`config.mk`:
```
export PLATFORM = sky130hd
export DESIGN_NAME = esc_sequencer_flat
export DESIGN_NICKNAME = d
export VERILOG_FILES = /design/src/rtl/esc_seq_pkg.sv /design/src/rtl/esc_seq_if.sv /design/src/rtl/esc_sequencer_slew_step.sv /design/src/rtl/esc_sequencer.sv /design/src/flat_wrapper.sv
export SDC_FILE = /design/constraint.sdc
export NUM_CORES = 1
export LEC_CHECK = 0
export ABC_AREA = 1
export BUFFER_PORTS_ARGS = -buffer_cell sky130_fd_sc_hd__buf_2
export CAP_MARGIN = 20
export CORE_MARGIN = 1
export CORE_UTILIZATION = 55
export CTS_CLUSTER_SIZE = 20
export DETAILED_ROUTE_END_ITERATION = 7
export GPL_TIMING_DRIVEN = 0
export PLACE_DENSITY = 0.77
export SKIP_CTS_REPAIR_TIMING = 1
export SLEW_MARGIN = 5
export SYNTH_ARGS = -nofsm -noshare
export SYNTH_HDL_FRONTEND = slang
export SYNTH_SLANG_ARGS = --single-unit
```
`constraint.sdc`:
```
create_clock -name clk -period 3.4 [get_ports clk]
set_clock_uncertainty 0.1 [all_clocks]
set_input_delay 0 -clock clk [delete_from_list [all_inputs] [get_ports clk]]
set_output_delay 0 -clock clk [all_outputs]
set_load 0.03 [all_outputs]
```
`src/rtl/esc_seq_pkg.sv`:
```
// Shared types and widths for the ESC sequencer: state and channel encodings
// and the motor speed word.
package esc_seq_pkg;

  localparam int SPD_W = 11;
  localparam int N_CH  = 4;

  typedef logic [SPD_W-1:0] spd_t;

  typedef enum logic [1:0] {DISARMED, ARMING, RUN, FAILSAFE} esc_state_t;
  typedef enum logic [1:0] {CH_FRNT, CH_BCK, CH_LFT, CH_RGHT} esc_ch_t;

endpackage

```
`src/rtl/esc_seq_if.sv`:
```
// Command/status bundle between the flight controller and the ESC sequencer.
// The master drives arm/disarm/commands; the slave returns speeds and status.
interface esc_seq_if;
  import esc_seq_pkg::*;

  logic arm;
  logic disarm;
  logic cmd_vld;
  spd_t frnt_cmd;
  spd_t bck_cmd;
  spd_t lft_cmd;
  spd_t rght_cmd;
  spd_t frnt_spd;
  spd_t bck_spd;
  spd_t lft_spd;
  spd_t rght_spd;
  logic frame_tick;
  logic upd_done;
  logic armed;
  logic failsafe;

  modport master (
    output arm, disarm, cmd_vld, frnt_cmd, bck_cmd, lft_cmd, rght_cmd,
    input  frnt_spd, bck_spd, lft_spd, rght_spd,
    input  frame_tick, upd_done, armed, failsafe
  );

  modport slave (
    input  arm, disarm, cmd_vld, frnt_cmd, bck_cmd, lft_cmd, rght_cmd,
    output frnt_spd, bck_spd, lft_spd, rght_spd,
    output frame_tick, upd_done, armed, failsafe
  );

endinterface

```
`src/rtl/esc_sequencer_slew_step.sv`:
```
// One slew-limited step of a speed toward its target; shared by all channels.
// Arithmetic is one bit wider than the speed so neither direction can wrap.
module slew_step
  import esc_seq_pkg::*;
(
  input  spd_t i_cur,
  input  spd_t i_tgt,
  input  spd_t i_slew,
  output spd_t o_nxt
);

  logic [SPD_W:0] w_up;
  logic [SPD_W:0] w_dn;

  assign w_up = {1'b0, i_cur} + {1'b0, i_slew};
  assign w_dn = {1'b0, i_cur} - {1'b0, i_slew};

  // NOTE: o_nxt gets a default first so every path assigns it and no latch is inferred.
  always_comb begin
    o_nxt = i_cur;
    if (i_tgt > i_cur) begin
      o_nxt = (w_up >= {1'b0, i_tgt}) ? i_tgt : w_up[SPD_W-1:0];
    end else if (i_tgt < i_cur) begin
      // w_dn[SPD_W] set means the step would go below zero
      o_nxt = (w_dn[SPD_W] || (w_dn[SPD_W-1:0] <= i_tgt)) ? i_tgt : w_dn[SPD_W-1:0];
    end
  end

endmodule

```
`src/rtl/esc_sequencer.sv`:
```
// ESC sequencer: arming, command watchdog/failsafe and per-frame slew limiting
// of four motor speeds through one time-multiplexed limiter.
module esc_sequencer
  import esc_seq_pkg::*;
#(
  parameter int   PERIOD_WIDTH   = 20,
  parameter spd_t SLEW           = 11'd64,
  parameter int   ARM_FRAMES     = 8,
  parameter int   TIMEOUT_FRAMES = 25
) (
  input  logic        clk,
  input  logic        rst,
  esc_seq_if.slave    bus
);

  localparam int ARM_W = $clog2(ARM_FRAMES + 1);
  localparam int WD_W  = $clog2(TIMEOUT_FRAMES + 1);

  logic [PERIOD_WIDTH-1:0] r_frame_cnt;
  esc_state_t              r_state;
  esc_state_t              w_state_nxt;
  logic [ARM_W-1:0]        r_arm_cnt;
  logic [WD_W-1:0]         r_wdog;
  spd_t                    r_tgt [N_CH];
  spd_t                    r_spd [N_CH];
  logic                    r_seq_act;
  esc_ch_t                 r_ch;
  logic                    r_upd_done;

  logic w_frame_tick;
  logic w_all_zero;
  logic w_armed;
  logic w_failsafe;
  logic w_seq_start;
  spd_t w_cur;
  spd_t w_tgt;
  spd_t w_nxt;

  assign w_frame_tick = &r_frame_cnt;
  assign w_all_zero   = (r_spd[CH_FRNT] == '0) && (r_spd[CH_BCK] == '0) &&
                        (r_spd[CH_LFT] == '0)  && (r_spd[CH_RGHT] == '0);

  // NOTE: state is updated with non-blocking assignments so every register samples pre-edge values.
  always_ff @(posedge clk) begin
    if (rst) r_frame_cnt <= '0;
    else     r_frame_cnt <= r_frame_cnt + 1'b1;
  end

  always_ff @(posedge clk) begin
    if (rst) r_state <= DISARMED;
    else     r_state <= w_state_nxt;
  end

  always_comb begin
    w_state_nxt = r_state;
    if (bus.disarm) begin
      w_state_nxt = DISARMED;
    end else begin
      case (r_state)
        DISARMED: if (bus.arm) w_state_nxt = ARMING;
        ARMING:   if (w_frame_tick && (int'(r_arm_cnt) + 1 == ARM_FRAMES)) w_state_nxt = RUN;
        RUN:      if (w_frame_tick && !bus.cmd_vld &&
                      (int'(r_wdog) + 1 >= TIMEOUT_FRAMES)) w_state_nxt = FAILSAFE;
        FAILSAFE: if (r_upd_done && w_all_zero) w_state_nxt = DISARMED;
        default:  w_state_nxt = DISARMED;
      endcase
    end
    w_armed     = (r_state == RUN) || (r_state == FAILSAFE);
    w_failsafe  = (r_state == FAILSAFE);
    w_seq_start = w_frame_tick && w_armed;
  end

  // Leaving ARMING or RUN resets the counter, which also clears it on entry.
  always_ff @(posedge clk) begin
    if (rst) begin
      r_arm_cnt <= '0;
      r_wdog    <= '0;
    end else begin
      if (r_state != ARMING)  r_arm_cnt <= '0;
      else if (w_frame_tick)  r_arm_cnt <= r_arm_cnt + 1'b1;
      if (r_state != RUN)     r_wdog <= '0;
      else if (bus.cmd_vld)   r_wdog <= '0;
      else if (w_frame_tick)  r_wdog <= r_wdog + 1'b1;
    end
  end

  // NOTE: these small register arrays are reset explicitly; their reset values are visible behaviour.
  always_ff @(posedge clk) begin
    if (rst) begin
      for (int i = 0; i < N_CH; i++) r_tgt[i] <= '0;
    end else if (bus.cmd_vld) begin
      r_tgt[CH_FRNT] <= bus.frnt_cmd;
      r_tgt[CH_BCK]  <= bus.bck_cmd;
      r_tgt[CH_LFT]  <= bus.lft_cmd;
      r_tgt[CH_RGHT] <= bus.rght_cmd;
    end
  end

  assign w_cur = r_spd[r_ch];
  assign w_tgt = (r_state == RUN) ? r_tgt[r_ch] : '0;

  slew_step u_slew_step (
    .i_cur  (w_cur),
    .i_tgt  (w_tgt),
    .i_slew (SLEW),
    .o_nxt  (w_nxt)
  );

  // Disarm cuts all motors on the same edge and aborts any running sequence.
  always_ff @(posedge clk) begin
    if (rst) begin
      for (int i = 0; i < N_CH; i++) r_spd[i] <= '0;
      r_seq_act  <= 1'b0;
      r_ch       <= CH_FRNT;
      r_upd_done <= 1'b0;
    end else begin
      r_upd_done <= 1'b0;
      if (bus.disarm || (r_state == DISARMED)) begin
        for (int i = 0; i < N_CH; i++) r_spd[i] <= '0;
        r_seq_act <= 1'b0;
        r_ch      <= CH_FRNT;
      end else if (r_seq_act) begin
        r_spd[r_ch] <= w_nxt;
        if (r_ch == CH_RGHT) begin
          r_seq_act  <= 1'b0;
          r_upd_done <= 1'b1;
        end else begin
          r_ch <= esc_ch_t'(r_ch + 1'b1);
        end
      end else if (w_seq_start) begin
        r_seq_act <= 1'b1;
        r_ch      <= CH_FRNT;
      end
    end
  end

  assign bus.frnt_spd   = r_spd[CH_FRNT];
  assign bus.bck_spd    = r_spd[CH_BCK];
  assign bus.lft_spd    = r_spd[CH_LFT];
  assign bus.rght_spd   = r_spd[CH_RGHT];
  assign bus.frame_tick = w_frame_tick;
  assign bus.upd_done   = r_upd_done;
  assign bus.armed      = w_armed;
  assign bus.failsafe   = w_failsafe;

endmodule

```
`src/flat_wrapper.sv`:
```
// flat-port wrapper written by rule: the top's interface ports become plain ports
module esc_sequencer_flat import esc_seq_pkg::*;
#(
  parameter int   PERIOD_WIDTH   = 20,
  parameter spd_t SLEW           = 11'd64,
  parameter int   ARM_FRAMES     = 8,
  parameter int   TIMEOUT_FRAMES = 25
)
  (clk, rst, bus_arm, bus_disarm, bus_cmd_vld, bus_frnt_cmd, bus_bck_cmd, bus_lft_cmd, bus_rght_cmd, bus_frnt_spd, bus_bck_spd, bus_lft_spd, bus_rght_spd, bus_frame_tick, bus_upd_done, bus_armed, bus_failsafe);
  esc_seq_if bus_i ();
  input  logic clk;
  input  logic rst;
  input wire logic [$bits(bus_i.arm)-1:0] bus_arm;
  input wire logic [$bits(bus_i.disarm)-1:0] bus_disarm;
  input wire logic [$bits(bus_i.cmd_vld)-1:0] bus_cmd_vld;
  input wire logic [$bits(bus_i.frnt_cmd)-1:0] bus_frnt_cmd;
  input wire logic [$bits(bus_i.bck_cmd)-1:0] bus_bck_cmd;
  input wire logic [$bits(bus_i.lft_cmd)-1:0] bus_lft_cmd;
  input wire logic [$bits(bus_i.rght_cmd)-1:0] bus_rght_cmd;
  output wire logic [$bits(bus_i.frnt_spd)-1:0] bus_frnt_spd;
  output wire logic [$bits(bus_i.bck_spd)-1:0] bus_bck_spd;
  output wire logic [$bits(bus_i.lft_spd)-1:0] bus_lft_spd;
  output wire logic [$bits(bus_i.rght_spd)-1:0] bus_rght_spd;
  output wire logic [$bits(bus_i.frame_tick)-1:0] bus_frame_tick;
  output wire logic [$bits(bus_i.upd_done)-1:0] bus_upd_done;
  output wire logic [$bits(bus_i.armed)-1:0] bus_armed;
  output wire logic [$bits(bus_i.failsafe)-1:0] bus_failsafe;
  assign bus_i.arm = bus_arm;
  assign bus_i.disarm = bus_disarm;
  assign bus_i.cmd_vld = bus_cmd_vld;
  assign bus_i.frnt_cmd = bus_frnt_cmd;
  assign bus_i.bck_cmd = bus_bck_cmd;
  assign bus_i.lft_cmd = bus_lft_cmd;
  assign bus_i.rght_cmd = bus_rght_cmd;
  assign bus_frnt_spd = bus_i.frnt_spd;
  assign bus_bck_spd = bus_i.bck_spd;
  assign bus_lft_spd = bus_i.lft_spd;
  assign bus_rght_spd = bus_i.rght_spd;
  assign bus_frame_tick = bus_i.frame_tick;
  assign bus_upd_done = bus_i.upd_done;
  assign bus_armed = bus_i.armed;
  assign bus_failsafe = bus_i.failsafe;
  esc_sequencer #(.PERIOD_WIDTH(PERIOD_WIDTH), .SLEW(SLEW), .ARM_FRAMES(ARM_FRAMES), .TIMEOUT_FRAMES(TIMEOUT_FRAMES)) u_core (.clk(clk), .rst(rst), .bus(bus_i));
endmodule
```
# Word-level counts from Yosys, hierarchy flattened
# Memory sizes are Yosys's and may differ from the RTL's. A register that Yosys moved wholly into a read port is not among the register bits.
# Cells that the tools add are included.
[word_totals]
ram_bits = 88
latchBits = 0
wordCells = 114
mem_bits_ro = 0
ff_bits = 35
out_inout_bits = 48
n_memories = 2
in_bits = 49
[op_classes]
order_cmp = 5
shift = 0
add_sub_neg = 8
n_eq_ne = 12
div_mod_pow = 0
multipliers = 0
muxes = 44
n_reduce_logical = 27
bitwise = 9
[memory_table]
columns = ["name", "depth", "width", "rd", "rd_ports_with_merged_regs", "wr", "line_no", "rtl"]
rows = [
  ["u_core.r_spd", 4, 11, 5, 1, 4, "esc_sequencer.sv:25", "spd_t r_spd [N_CH];"],
  ["u_core.r_tgt", 4, 11, 1, 1, 4, "esc_sequencer.sv:24", "spd_t r_tgt [N_CH];"],
]
[op_table]
columns = ["operator", "count"]
rows = [
  ["2-to-1 mux 11 bit", 14],
  ["logical NOT 11 bit", 4],
  ["== test 32 x 5 -> 1 bit (second input constant)", 1],
  [">= comparator 32 x 6 -> 1 bit (second input constant)", 1],
  ["2-to-1 mux 2 bit", 12],
  ["adder 20 x 1 -> 20 bit (second input constant)", 1],
  ["AND reduction 20 bit", 1],
  ["2-to-1 mux 1 bit", 17],
  ["adder 11 x 7 -> 12 bit (second input constant)", 1],
  [">= comparator 12 x 11 -> 1 bit", 1],
  ["subtractor 11 x 7 -> 12 bit (second input constant)", 1],
  ["> comparator 11 bit", 1],
  ["<= comparator 11 bit", 1],
  ["< comparator 11 bit", 1],
  ["OR reduction 11 bit", 1],
  ["logical AND 1 bit", 8],
  ["!= test 2 x 1 -> 1 bit (second input constant)", 4],
  ["bitwise OR 1 bit", 8],
  ["one-hot mux 2 bit (4 select lines)", 1],
  ["adder 5 x 1 -> 6 bit (second input constant)", 1],
  ["== test 2 bit (second input constant)", 3],
  ["!= test 2 bit (second input constant)", 3],
  ["OR reduction 2 bit", 3],
  ["OR reduction 3 bit", 2],
  ["12 further kinds", 14],
]

# Depth between registers and ports, before layout
# Gate-level depths: netlist of the first run.
[depth]
word_depth = 8
depth_mapped = 24
depth_no_buf = 20

# By module
# A second synthesis of the first run with hierarchy kept.
[unflattened]
hier_cells = 1155
hier_area_um2 = 8629.5
[by_module_without_submodules]
columns = ["module", "seq_area_each_um2", "area_per_inst_um2", "n_inst", "cells_per_inst"]
rows = [
  ["esc_sequencer", 3383.2, 5931.9, 1, 684],
  ["slew_step", 0.0, 2697.6, 1, 471],
]

# Worst setup path before layout of the first run
# No wires, ideal clock.
[synth_path]
path_kind = "flip-flop to flip-flop"
start = "register u_core.r_state[0]"
end = "memory u_core.r_spd[0][1] (netlist bit) (data pin)"
path_stages_with_launch = 19
path_buffers = 2
t_required_ps = 3034
setup_slack_ps = 301
t_arrival_ps = 2733
period_less_slack_ps = 3099
setup_ps = 266
path_cell_list = "dfxtp_1 inv_1 ha_1 inv_1 clkbuf_1 a21oi_2 inv_1 ha_1 inv_1 nand2_1 o21ai_1 nand2_1 nand3_2 nand2_2 inv_2 buf_2 nand3_2 nand2_2 nor2_1"
[synth_lines]
columns = ["item", "line_no", "rtl"]
rows = [
  ["start: declaration", "esc_sequencer.sv:20", "esc_state_t r_state;"],
  ["start signal: assignment", "esc_sequencer.sv:51", "else r_state <= w_state_nxt;"],
  ["end: declaration", "esc_sequencer.sv:25", ""],
]

==> results of run 1 <==
-- worst min-delay path: cells and delay by family --
kind,cells,cell delay (ns)
AOI/OAI and AO/OA,2,0.19
and+or+nand+nor,2,0.13
buffers and inverters,1,0.10
-- registers in the layout, summed over array words and instances (netlist names), named ones only --
| signal | cells |
|---|---|
| u_core.r_frame_cnt | 20 |
| u_core.r_ch | 2 |
| u_core.r_state | 2 |
| u_core.r_wdog | 5 |
| u_core.r_spd | 44 |
| u_core.r_tgt | 44 |
| u_core.r_seq_act | 1 |
| u_core.r_arm_cnt | 4 |
| u_core.bus.upd_done | 1 |
-- worst min-delay path by stage --
stage / from / endpoint / slack, ns / cells after the start
6_report: bus_arm / u_core.r_state[0] / -0.05 / 5
5_1_grt: bus_arm / u_core.r_state[0] / 0.005 / 5
4_1_cts: bus_frnt_cmd[10] / u_core.r_tgt[0][10] / -0.23 / 3
3_5_place_dp: bus_lft_cmd[2] / u_core.r_tgt[2][2] / 0.20 / 3
3_3_place_gp: bus_frnt_cmd[4] / u_core.r_tgt[0][4] / 0.19 / 3
2_1_floorplan: rst / u_core.r_state[1] / 0.07 / 3
-- through the flow --
step | util, % | cell area [sq um] | power [W]
after floorplan | - | 7390 | 0.00240
after global placement | 62.8 | 8080 | 0.00261
after detailed placement | 62.8 | 8080 | 0.00262
after CTS | 67.2 | 8660 | 0.00440
after global routing | 73.4 | 9450 | 0.00472
final | 73.4 | 9450 | 0.00455
-- kinds of logic after synthesis --
group / count (synthesis) / share of synthesized area [%]
AND/OR/NAND/NOR: 449 / 27.0
buffers and inverters: 159 / 8.88
AO/OA/AOI/OAI: 128 / 9.93
flip-flops: 125 / 45.8
adder cells (fa/ha/maj): 42 / 7.11
XOR/XNOR: 11 / 1.30
-- routing by layer --
metal | vias to the layer above | track usage, % | wire, microns | share of wire [%]
li1 | 3325 | - | - | -
met1 | 3107 | 33.7 | 8240 | 41
met2 | 260 | 43.0 | 9690 | 49
met3 | 52 | 5.47 | 1320 | 6.6
met4 | 0 | 14.8 | 653 | 3.3
met5 | - | 0 | 0 | 0
-- power groups by stage --
stage,clock network (W),logic (W),registers [W]
after floorplan,0,0.000587,0.00181
after global placement,0,0.000840,0.00177
after detailed placement,0,0.000850,0.00177
after CTS,0.00181,0.000858,0.00174
after global routing,0.00187,0.00110,0.00175
final,0.00180,0.00100,0.00174
-- area by class of cell --
cell class / instances / area share, %
Buffer: 28 / 2.37
Clock buffer: 24 / 4.89
Clock inverter: 8 / 1.22
Inverter: 131 / 5.34
Multi-Input combinational cell: 630 / 36.9
Sequential cell: 125 / 35.8
Tap cell: 172 / 2.28
Timing Repair Buffer: 156 / 11.2
-- placed cells by master (no fill, tap or decap), types with 16 or more instances in the layout --
| master | Yosys | final |
|---|---|---|
| a21oi_1 | 59 | 56 |
| buf_2 | 5 | 97 |
| clkbuf_16 | 0 | 17 |
| dfxtp_1 | 37 | 36 |
| dlygate4sd3_1 | 0 | 47 |
| edfxtp_1 | 88 | 88 |
| ha_1 | 42 | 39 |
| inv_1 | 124 | 119 |
| nand2_1 | 157 | 154 |
| nand2_2 | 17 | 16 |
| nand3_1 | 49 | 49 |
| nor2_1 | 178 | 175 |
| o21ai_0 | 40 | 38 |
-- cell usage after synthesis, types with 3 or more instances --
| cell type | count | area (sq um) |
|---|---|---|
| buf_6 | 6 | 67.6 |
| inv_2 | 7 | 26.3 |
| ha_1 | 42 | 526 |
| or2_2 | 3 | 18.8 |
| nor2_1 | 178 | 668 |
| clkbuf_1 | 13 | 48.8 |
| nand2_1 | 157 | 589 |
| nand2_2 | 17 | 106 |
| a21oi_1 | 59 | 295 |
| o21ai_0 | 40 | 200 |
| dfxtp_1 | 37 | 741 |
| nand3_2 | 15 | 150 |
| buf_2 | 5 | 25.0 |
| nor2_2 | 3 | 18.8 |
| a32oi_1 | 6 | 52.6 |
| o21a_1 | 4 | 30.0 |
| xor2_1 | 9 | 78.8 |
| nand4_1 | 7 | 43.8 |
| edfxtp_1 | 88 | 2640 |
| inv_1 | 124 | 465 |
| nand3_1 | 49 | 245 |
| nor3_1 | 9 | 45.0 |
| o21bai_1 | 3 | 22.5 |
| a21oi_2 | 9 | 78.8 |
==> impl_metrics.py, run 1 <==
metrics = {
    "floorplan": {
        "core_sq_um": 12900,
        "chipHeight_microns": 118,
        "start_util_pct": 57.4,
        "ios": 97,
        "die_w_microns": 118,
        "die_area_sq_um": 13900,
        "num_rows": 41,
    },
    "cts": {
        "numCtsBuffers": 17,
        "cts_tree": "built",
        "clk_pin_slew_worst_paths_ns": 0.05,
        "clk_latency_ns": 0.42,
        "clock_path_buffers": 2,
        "cts.sinks": 125,
        "clock_tree.root_cell": "clkbuf_16",
        "cts.htree.levels": 4,
    },
    "finish": {
        "ff_latch_area_sq_um": 3380,
        "drive_gt1_share_pct": 21.5,
        "final_nets": 1180,
        "multiInputGateArea_sq_um": 3480,
        "finalNonFillerCells": 1274,
        "diodes": 0,
        "fillers": 935,
        "syn_to_final_growth_pct": 27.9,
    },
    "pwr": {
        "power_frac_comb_pct": 22.0,
        "cellPowerDensity_nw_per_um2": 481,
        "internal_power_w": 0.00322,
        "net-switching-power_w": 0.00133,
        "swShare_pct": 29.3,
        "pwr-share-seq_pct": 38.3,
        "vdd_ir_drop_max_mv": 0.363,
        "p_leak_nw": 4.26,
        "clkPwrFrac_pct": 39.7,
    },
    "worst_setup_path": {
        "start_kind": "flip-flop",
        "worstSetupPathType": "flip-flop to flip-flop",
        "rrSetupSlack_ns": 0.03,
        "critPathLaunch": "u_core.r_state[0]",
        "cp.arrival_ns": 3.41,
        "critical_path.max_stage_delay_ns": 0.38,
        "path_max_fanout": 10,
        "cp_slowest_cell": "dfxtp_1",
        "cp.required_ns": 3.45,
        "worstRegToRegCells": 16,
        "critPathBufInv": 5,
        "cp_num_cells": 16,
        "path_cells": "inv_1 > ha_1 > inv_1 > buf_4 > a21oi_2 > ha_1 > nand2_1 > nor2_1 > nand3_1 > nand3_4 > nand2_4 > inv_2 > buf_6 > nand3_2 > nand2_2 > nor2_1",
        "r2r_start": "u_core.r_state[0]",
        "critPathCaptureType": "flip-flop",
        "crit_family": "simple AND/OR/NAND/NOR gates",
        "rr_endpoint": "u_core.r_spd[3][2]",
        "critPathCapture": "u_core.r_spd[3][2]",
    },
    "timing": {
        "whs_ns": -0.0502,
        "tns_ns": 0,
        "setup_ws_ns": 0.0334,
        "period_share_pct": 99.0,
        "hold_viol_final": 2,
        "tightest_slew_ns": 0.657,
        "drv_slew": 0,
        "maxClockFrequency_ghz": 0.297,
        "period_minus_slack_ns": 3.37,
        "timing.slew.headroom_pct": 56.2,
        "setup_violations": 0,
    },
    "synth": {
        "ys_seq_area_share_pct": 45.8,
        "synth_edf_count": 88,
        "synth_nets": 1005,
        "syn_area_per_cell_sq_um": 8.08,
        "ys_warn_count": 0,
        "ys_async_sr_fraction_pct": 0,
        "ys_seq_elements": 125,
        "netlist_area_sq_um": 7390,
        "synth.distinct_cells": 40,
        "syn_inst": 914,
        "ys.flop_type": "edfxtp_1",
    },
    "placement": {
        "place_congestion": 0.895,
        "place_inst": 1182,
        "port-buffer-count": 96,
        "place_ws_ns": -0.428,
        "dp_hpwl_mm": 12.9,
    },
    "routing": {
        "wl_mm": 19.9,
        "firstDrtPassIters": 5,
        "drc": 0,
        "via_count": 6744,
        "drt_iter0_drc": 607,
        "ant_nets": 0,
        "wl_per_cell_microns": 15.6,
        "vias_per_cell": 5.29,
    },
    "global_routing": {
        "grt_pass1_vias": 6049,
        "grt-ovfl-total": 0,
        "grt_pass1_wl_mm": 28.9,
        "grt_usage_pct": 26.8,
        "antenna_found_initial": 0,
        "grt_max_degree": 46,
    },
    "status": {
        "violations": "hold timing",
        "outcome": "finished with violations",
    },
    "min_path": {
        "hold_path.class": "primary input to flip-flop",
    },
    "run": {
        "max-cap-violations": 0,
    },
}
Power figures use the tool's default switching activity.
==> run 2: changes to the inputs <==
--- a/config.mk
+++ b/config.mk
@@ -6,5 +6,5 @@
 export NUM_CORES = 1
 export LEC_CHECK = 0
-export ABC_AREA = 1
+export ABC_AREA = 0
 export BUFFER_PORTS_ARGS = -buffer_cell sky130_fd_sc_hd__buf_2
 export CAP_MARGIN = 20
==> constraint.sdc (replaced) <==
create_clock -name clk -period 3.4 [get_ports clk]
set_clock_uncertainty 0.1 [all_clocks]
set_input_delay 0.34 -clock clk [delete_from_list [all_inputs] [get_ports clk]]
set_output_delay 0.34 -clock clk [all_outputs]
set_load 0.03 [all_outputs]
==> run 2 against run 1 <==
Effect of this change:
- the run ends with setup timing left
- total power shrank 8.6%
- design area decreased by 3.5%
- non-clock buffer count fell by 23
- clock power is essentially flat
- register-to-register slack worse by 0.62 ns
- worst setup slack lost 0.62 ns
- via count down 17%
- critical path type unchanged
- largest cell class unchanged
- largest power group unchanged
==> impl_metrics.py, run 2 <==
metrics = {
    "floorplan": {
        "core_sq_um": 12100,
        "start_util_pct": 56.6,
        "num_rows": 40,
        "die_area_sq_um": 12900,
        "die_w_microns": 113,
        "ios": 97,
        "chipHeight_microns": 113,
    },
    "synth": {
        "ys_warn_count": 0,
        "netlist_top_cells_count": "88 x edfxtp_1, 54 x and2_1, 53 x a21oi_1, 45 x nor2_1, 42 x ha_1",
        "ys_async_sr_fraction_pct": 0,
        "ys_seq_area_share_pct": 49.6,
        "netlist_area_sq_um": 6830,
        "ys_seq_elements": 125,
        "synth_nets": 700,
        "synth.top_cell.area_share_pct": 38.7,
        "ys.flop_type": "edfxtp_1",
        "syn_area_per_cell_sq_um": 11.2,
        "yosys.area.top_type": "edfxtp_1",
        "synth_edf_count": 88,
        "yosysMostFrequentCell": "edfxtp_1",
        "synth.distinct_cells": 56,
        "ys_top_cells_by_area": "edfxtp_1 39%, dfxtp_1 11%, ha_1 7.7%",
        "syn_inst": 609,
    },
    "min_path": {
        "hold_path.class": "primary input to flip-flop",
        "hold_path.startpoint": "bus_disarm",
        "hold_path_end": "u_core.r_state[1]",
        "worstHoldPathCells": 2,
    },
    "cts": {
        "cts_tree": "built",
        "clock_path_buffers": 2,
        "cts.htree.levels": 4,
        "clk_pin_slew_worst_paths_ns": 0.06,
        "cts.sinks": 125,
        "clock_tree.root_cell": "clkbuf_16",
        "clk_latency_ns": 0.42,
        "numCtsBuffers": 17,
    },
    "finish": {
        "final_area_sq_um": 9110,
        "final_nets": 858,
        "multiInputGateArea_sq_um": 3770,
        "syn_to_final_growth_pct": 33.5,
        "ff_latch_area_sq_um": 3380,
        "diodes": 0,
        "drive_gt1_share_pct": 36.9,
        "reg_top3": "u_core.r_spd: 44 flops, u_core.r_tgt: 44 flops, u_core.r_frame_cnt: 20 flops",
        "layout_common_cells": "96 x buf_2, 88 x edfxtp_1, 48 x and2_1",
        "final_common_cell": "buf_2",
        "finalNonFillerCells": 948,
        "post-route-util_pct": 75.6,
        "fillers": 753,
    },
    "worst_setup_path": {
        "critPathCaptureType": "flip-flop",
        "start_kind": "flip-flop",
        "cp.arrival_ns": 4.02,
        "cp.required_ns": 3.43,
        "cp_slowest_cell": "mux4_2",
        "cp_num_cells": 16,
        "rr_endpoint": "u_core.r_spd[3][8]",
        "worstRegToRegCells": 16,
        "path_cells": "buf_8 > mux4_2 > clkinv_4 > ha_4 > inv_4 > a211oi_4 > xnor2_2 > ha_1 > and3_4 > a221o_1 > a31o_4 > o21ai_4 > mux2i_1 > a311oi_2 > buf_4 > a21oi_1",
        "worstSetupPathType": "flip-flop to flip-flop",
        "critical_path.max_stage_delay_ns": 0.59,
        "rrSetupSlack_ns": -0.59,
        "crit_family": "compound AO/OA/AOI/OAI gates",
        "path_max_fanout": 7,
        "critPathBufInv": 4,
    },
    "timing": {
        "rsz0062_at_grt": "yes",
        "timing.slew.headroom_pct": 40.4,
        "period_minus_slack_ns": 3.99,
        "period_share_pct": 117,
        "tns_ns": -21.67,
        "hold_viol_final": 0,
        "drv_slew": 0,
        "setup_ws_ns": -0.586,
        "tightest_slew_ns": 0.892,
        "setup_violations": 44,
        "maxClockFrequency_ghz": 0.251,
    },
    "pwr": {
        "vdd_ir_drop_max_mv": 0.435,
        "p_leak_nw": 3.58,
        "cellPowerDensity_nw_per_um2": 456,
        "p_total_w": 0.00415,
    },
    "global_routing": {
        "grt_max_degree": 45,
        "grt-ovfl-total": 0,
        "antenna_found_initial": 0,
        "grt_pass1_wl_mm": 27.1,
        "grt_pass1_vias": 5361,
        "grt_usage_pct": 28.1,
    },
    "status": {
        "violations": "setup timing",
        "outcome": "finished with violations",
    },
    "placement": {
        "place_congestion": 0.888,
        "dp_hpwl_mm": 12.6,
        "port-buffer-count": 95,
        "dpl_cell_area_sq_um": 7560,
        "place_inst": 872,
    },
    "run": {
        "max-cap-violations": 0,
    },
    "routing": {
        "drt_iter0_drc": 424,
        "wl_per_cell_microns": 20.2,
        "wl_mm": 19.2,
        "ant_nets": 0,
        "drc": 0,
        "vias_per_cell": 5.92,
        "via_count": 5611,
        "firstDrtPassIters": 5,
    },
}
run 2: changes by cell type after synthesis, moves of 8 or more:
cell | before | now
o21ai_0 | 40 | 10
nand2_2 | 17 | 0
o211ai_1 | 0 | 8
nand3_2 | 15 | 1
mux4_2 | 0 | 21
a21oi_2 | 9 | 0
nor2_1 | 178 | 45
and2_1 | 0 | 54
nand3_1 | 49 | 22
xnor2_1 | 2 | 14
inv_1 | 124 | 37
nand2_1 | 157 | 27
nor4_1 | 2 | 13
run 2: layer usage:
| metal | track usage, % | wire length (microns) | vias to the layer above |
|---|---|---|---|
| li1 | - | - | 2579 |
| met1 | 34.2 | 7340 | 2706 |
| met2 | 48.9 | 9840 | 270 |
| met3 | 6.22 | 1270 | 56 |
| met4 | 11.1 | 720 | 0 |
| met5 | 0 | 0 | - |
run 2: where the power goes:
group	leakage [nW]	switching [W]	internal [W]
Combinational	1.98	0.000379	0.000274
Clock	0.291	0.000725	0.00105
Sequential	1.31	0.0000321	0.00169
run 2: how the worst max path moves through the flow:
stage	startpoint	to	slack, ns
after floorplan	u_core.r_spd[3][6]	u_core.r_spd[0][6]	-0.42
after global placement	flip-flop	u_core.r_spd[1][9]	-1.43
after detailed placement	flip-flop	u_core.r_spd[0][9]	-1.57
after CTS	flip-flop	u_core.r_spd[0][9]	-1.61
after global routing	flip-flop	u_core.r_spd[3][8]	-0.70
final	flip-flop	u_core.r_spd[3][8]	-0.59
run 2: layout make-up:
cell class                      instances  share of cell area (%)
Sequential cell                       125                    37.1
Multi-Input combinational cell        425                    41.4
Buffer                                 19                    1.62
Clock inverter                         12                    1.08
Tap cell                              168                    2.31
Inverter                               37                    1.61
Timing Repair Buffer                  142                    9.47
Clock buffer                           20                    5.37
run 2: kinds of logic after synthesis:
kind of cell    Yosys count  share of synthesized area (%)
simple gates            219                           17.6
flops                   125                           49.6
compound gates          107                           10.0
buf+inv                  59                           3.45
fa+ha+maj                42                           7.70
mux                      29                           8.12
xor+xnor                 28                           3.59
run 2: per-stage QoR:
step	hold slack, ns	worst slack (ns)
6_report	0.0432	-0.586
3_3_place_gp	0.323	-1.43
4_1_cts	0.0335	-1.61
5_1_grt	0.0480	-0.705
2_1_floorplan	0.313	-0.418
3_5_place_dp	0.335	-1.57
==> run 3: changes to the inputs <==
SKIP_CTS_REPAIR_TIMING = unset   (was 1)
==> run 3 against run 2 <==
Effect of this change:
- the flow still finishes with violations (setup timing)
- non-clock buffer count rose by 7
- maximum frequency grew 0.49%
- cell count rose by 0.74%
- sequential cell count stayed put
- combinational power is 13% higher
- via count rose by 2.1%
- first-iteration DRC count is 0.94% lower
- largest cell class unchanged
==> impl_metrics.py, run 3 (same netlist as run 2, synthesis figures left out) <==
metrics = {
    "cts": {
        "cts.htree.levels": 4,
        "clk_pin_slew_worst_paths_ns": 0.06,
        "cts.sinks": 125,
        "cts_tree": "built",
        "ctsHoldBuffers": 0,
        "clk_latency_ns": 0.42,
        "numCtsBuffers": 17,
        "clock_path_buffers": 2,
        "clock_tree.root_cell": "clkbuf_16",
    },
    "finish": {
        "final_nets": 865,
        "drive_gt1_share_pct": 41.4,
        "reg_top3": "u_core.r_spd: 44 flops, u_core.r_tgt: 44 flops, u_core.r_frame_cnt: 20 flops",
        "syn_to_final_growth_pct": 36.0,
        "layout_common_cells": "97 x buf_2, 88 x edfxtp_1, 47 x and2_1",
        "post-route-util_pct": 77.0,
        "final_common_cell": "buf_2",
        "diodes": 0,
    },
    "floorplan": {
        "die_area_sq_um": 12900,
        "core_sq_um": 12100,
        "die_w_microns": 113,
        "ios": 97,
        "start_util_pct": 56.6,
        "chipHeight_microns": 113,
        "num_rows": 40,
    },
    "global_routing": {
        "grt_pass1_wl_mm": 28.8,
        "grt_usage_pct": 29.9,
        "antenna_found_initial": 0,
        "grt_pass1_vias": 5645,
        "grt-ovfl-total": 0,
        "grt_max_degree": 45,
    },
    "timing": {
        "rsz0062_at_grt": "yes",
        "setup_ws_ns": -0.566,
        "timing.slew.headroom_pct": 39.6,
        "period_share_pct": 117,
        "period_minus_slack_ns": 3.97,
        "tightest_slew_ns": 0.905,
        "hold_viol_final": 0,
        "drv_slew": 0,
        "setup_violations": 44,
        "maxClockFrequency_ghz": 0.252,
    },
    "pwr": {
        "vdd_ir_drop_max_mv": 0.440,
        "pwr-share-seq_pct": 40.6,
        "internal_power_w": 0.00306,
        "swShare_pct": 27.8,
        "net-switching-power_w": 0.00118,
        "power_frac_comb_pct": 17.3,
        "p_leak_nw": 3.64,
        "cellPowerDensity_nw_per_um2": 457,
        "clkPwrFrac_pct": 42.1,
    },
    "routing": {
        "wl_per_cell_microns": 20.9,
        "via_count": 5730,
        "wl_mm": 20.0,
        "firstDrtPassIters": 5,
        "drc": 0,
        "vias_per_cell": 6.00,
        "ant_nets": 0,
        "drt_iter0_drc": 420,
    },
    "worst_setup_path": {
        "cp_slowest_cell": "mux4_2",
        "path_cells": "buf_6 > mux4_2 > inv_4 > ha_4 > inv_4 > a211oi_4 > xnor2_2 > ha_1 > and3_4 > a221o_1 > a31o_4 > o21ai_4 > buf_6 > mux2i_2 > o21a_2 > a21oi_1",
        "worstSetupPathType": "flip-flop to flip-flop",
        "path_max_fanout": 5,
        "critical_path.max_stage_delay_ns": 0.59,
        "cp.required_ns": 3.44,
        "critPathCaptureType": "flip-flop",
        "cp.arrival_ns": 4.01,
        "start_kind": "flip-flop",
    },
    "min_path": {
        "hold_path.class": "primary input to flip-flop",
    },
    "placement": {
        "place_ws_ns": -1.57,
        "place_congestion": 0.888,
        "dp_hpwl_mm": 12.6,
        "port-buffer-count": 95,
    },
    "run": {
        "max-cap-violations": 0,
    },
    "status": {
        "violations": "setup timing",
        "outcome": "finished with violations",
    },
}
run 3: cell type report:
| class | instances | area [sq um] |
|---|---|---|
| clock inverters | 12 | 98.8 |
| inverters | 37 | 144 |
| multi-input cells | 425 | 3870 |
| fillers | 733 | 2780 |
| plain buffers | 19 | 140 |
| repair buffers | 149 | 948 |
| clock buffers | 20 | 489 |
| well taps | 168 | 210 |
| flip-flops and latches | 125 | 3380 |
run 3: final timing paths:
check	startpoint	end	slack, ns	depth (start not counted)
hold reg to reg	u_core.r_frame_cnt[0]	u_core.r_frame_cnt[0]	0.34	1
hold / removal	bus_disarm	u_core.r_state[1]	0.05	2
setup reg to reg	flip-flop	u_core.r_spd[1][10]	-0.57	16
setup / recovery	flip-flop	u_core.r_spd[1][10]	-0.57	16
run 3: power groups by stage:
stage,Clock [W],Sequential [W],Combinational [W]
after floorplan,0,0.00177,0.000269
after global placement,0,0.00175,0.000417
after detailed placement,0,0.00175,0.000427
after CTS,0.00178,0.00172,0.000612
after global routing,0.00184,0.00173,0.000762
final,0.00179,0.00172,0.000734
run 3: critical path, delay by kind of cell, from the launching register on:
kind	cells	cell delay (ns)
buffers and inverters	4	0.43
xor gates and xnor gates	1	0.16
DFF	1	0.33
AOI/OAI and AO/OA	6	1.24
and+or+nand+nor	1	0.16
adders and majority gates	2	0.44
muxes	2	0.81
run 3: repair_timing:
item | 4_1_cts | 5_1_grt
setup buffers | 33 | 21
setup endpoints to repair | 44 | 54
gates resized for setup | 93 | 62
pin swaps | 31 | 23
gates cloned | 0 | 0
run 3: routing by layer:
| metal | wire, microns | track usage (%) | share of wire [%] |
|---|---|---|---|
| met1 | 7590 | 35.6 | 38 |
| met2 | 10200 | 51.8 | 51 |
| met3 | 1280 | 5.69 | 6.4 |
| met4 | 870 | 15.4 | 4.4 |
| met5 | 0 | 0 | 0 |
run 3: through the flow:
step / instance area, sq um / TNS, ns / std cells / power [W] / hold slack, ns
3_5_place_dp: 7560 / -61.05 / 872 / 0.00218 / 0.335
6_report: 9280 / -21.95 / 955 / 0.00424 / 0.0542
2_1_floorplan: 6870 / -15.37 / 609 / 0.00204 / 0.313
5_1_grt: 9280 / -24.96 / 955 / 0.00433 / 0.0682
3_3_place_gp: 7560 / -57.21 / 872 / 0.00216 / 0.323
4_1_cts: 8830 / -20.00 / 935 / 0.00411 / 0.0335
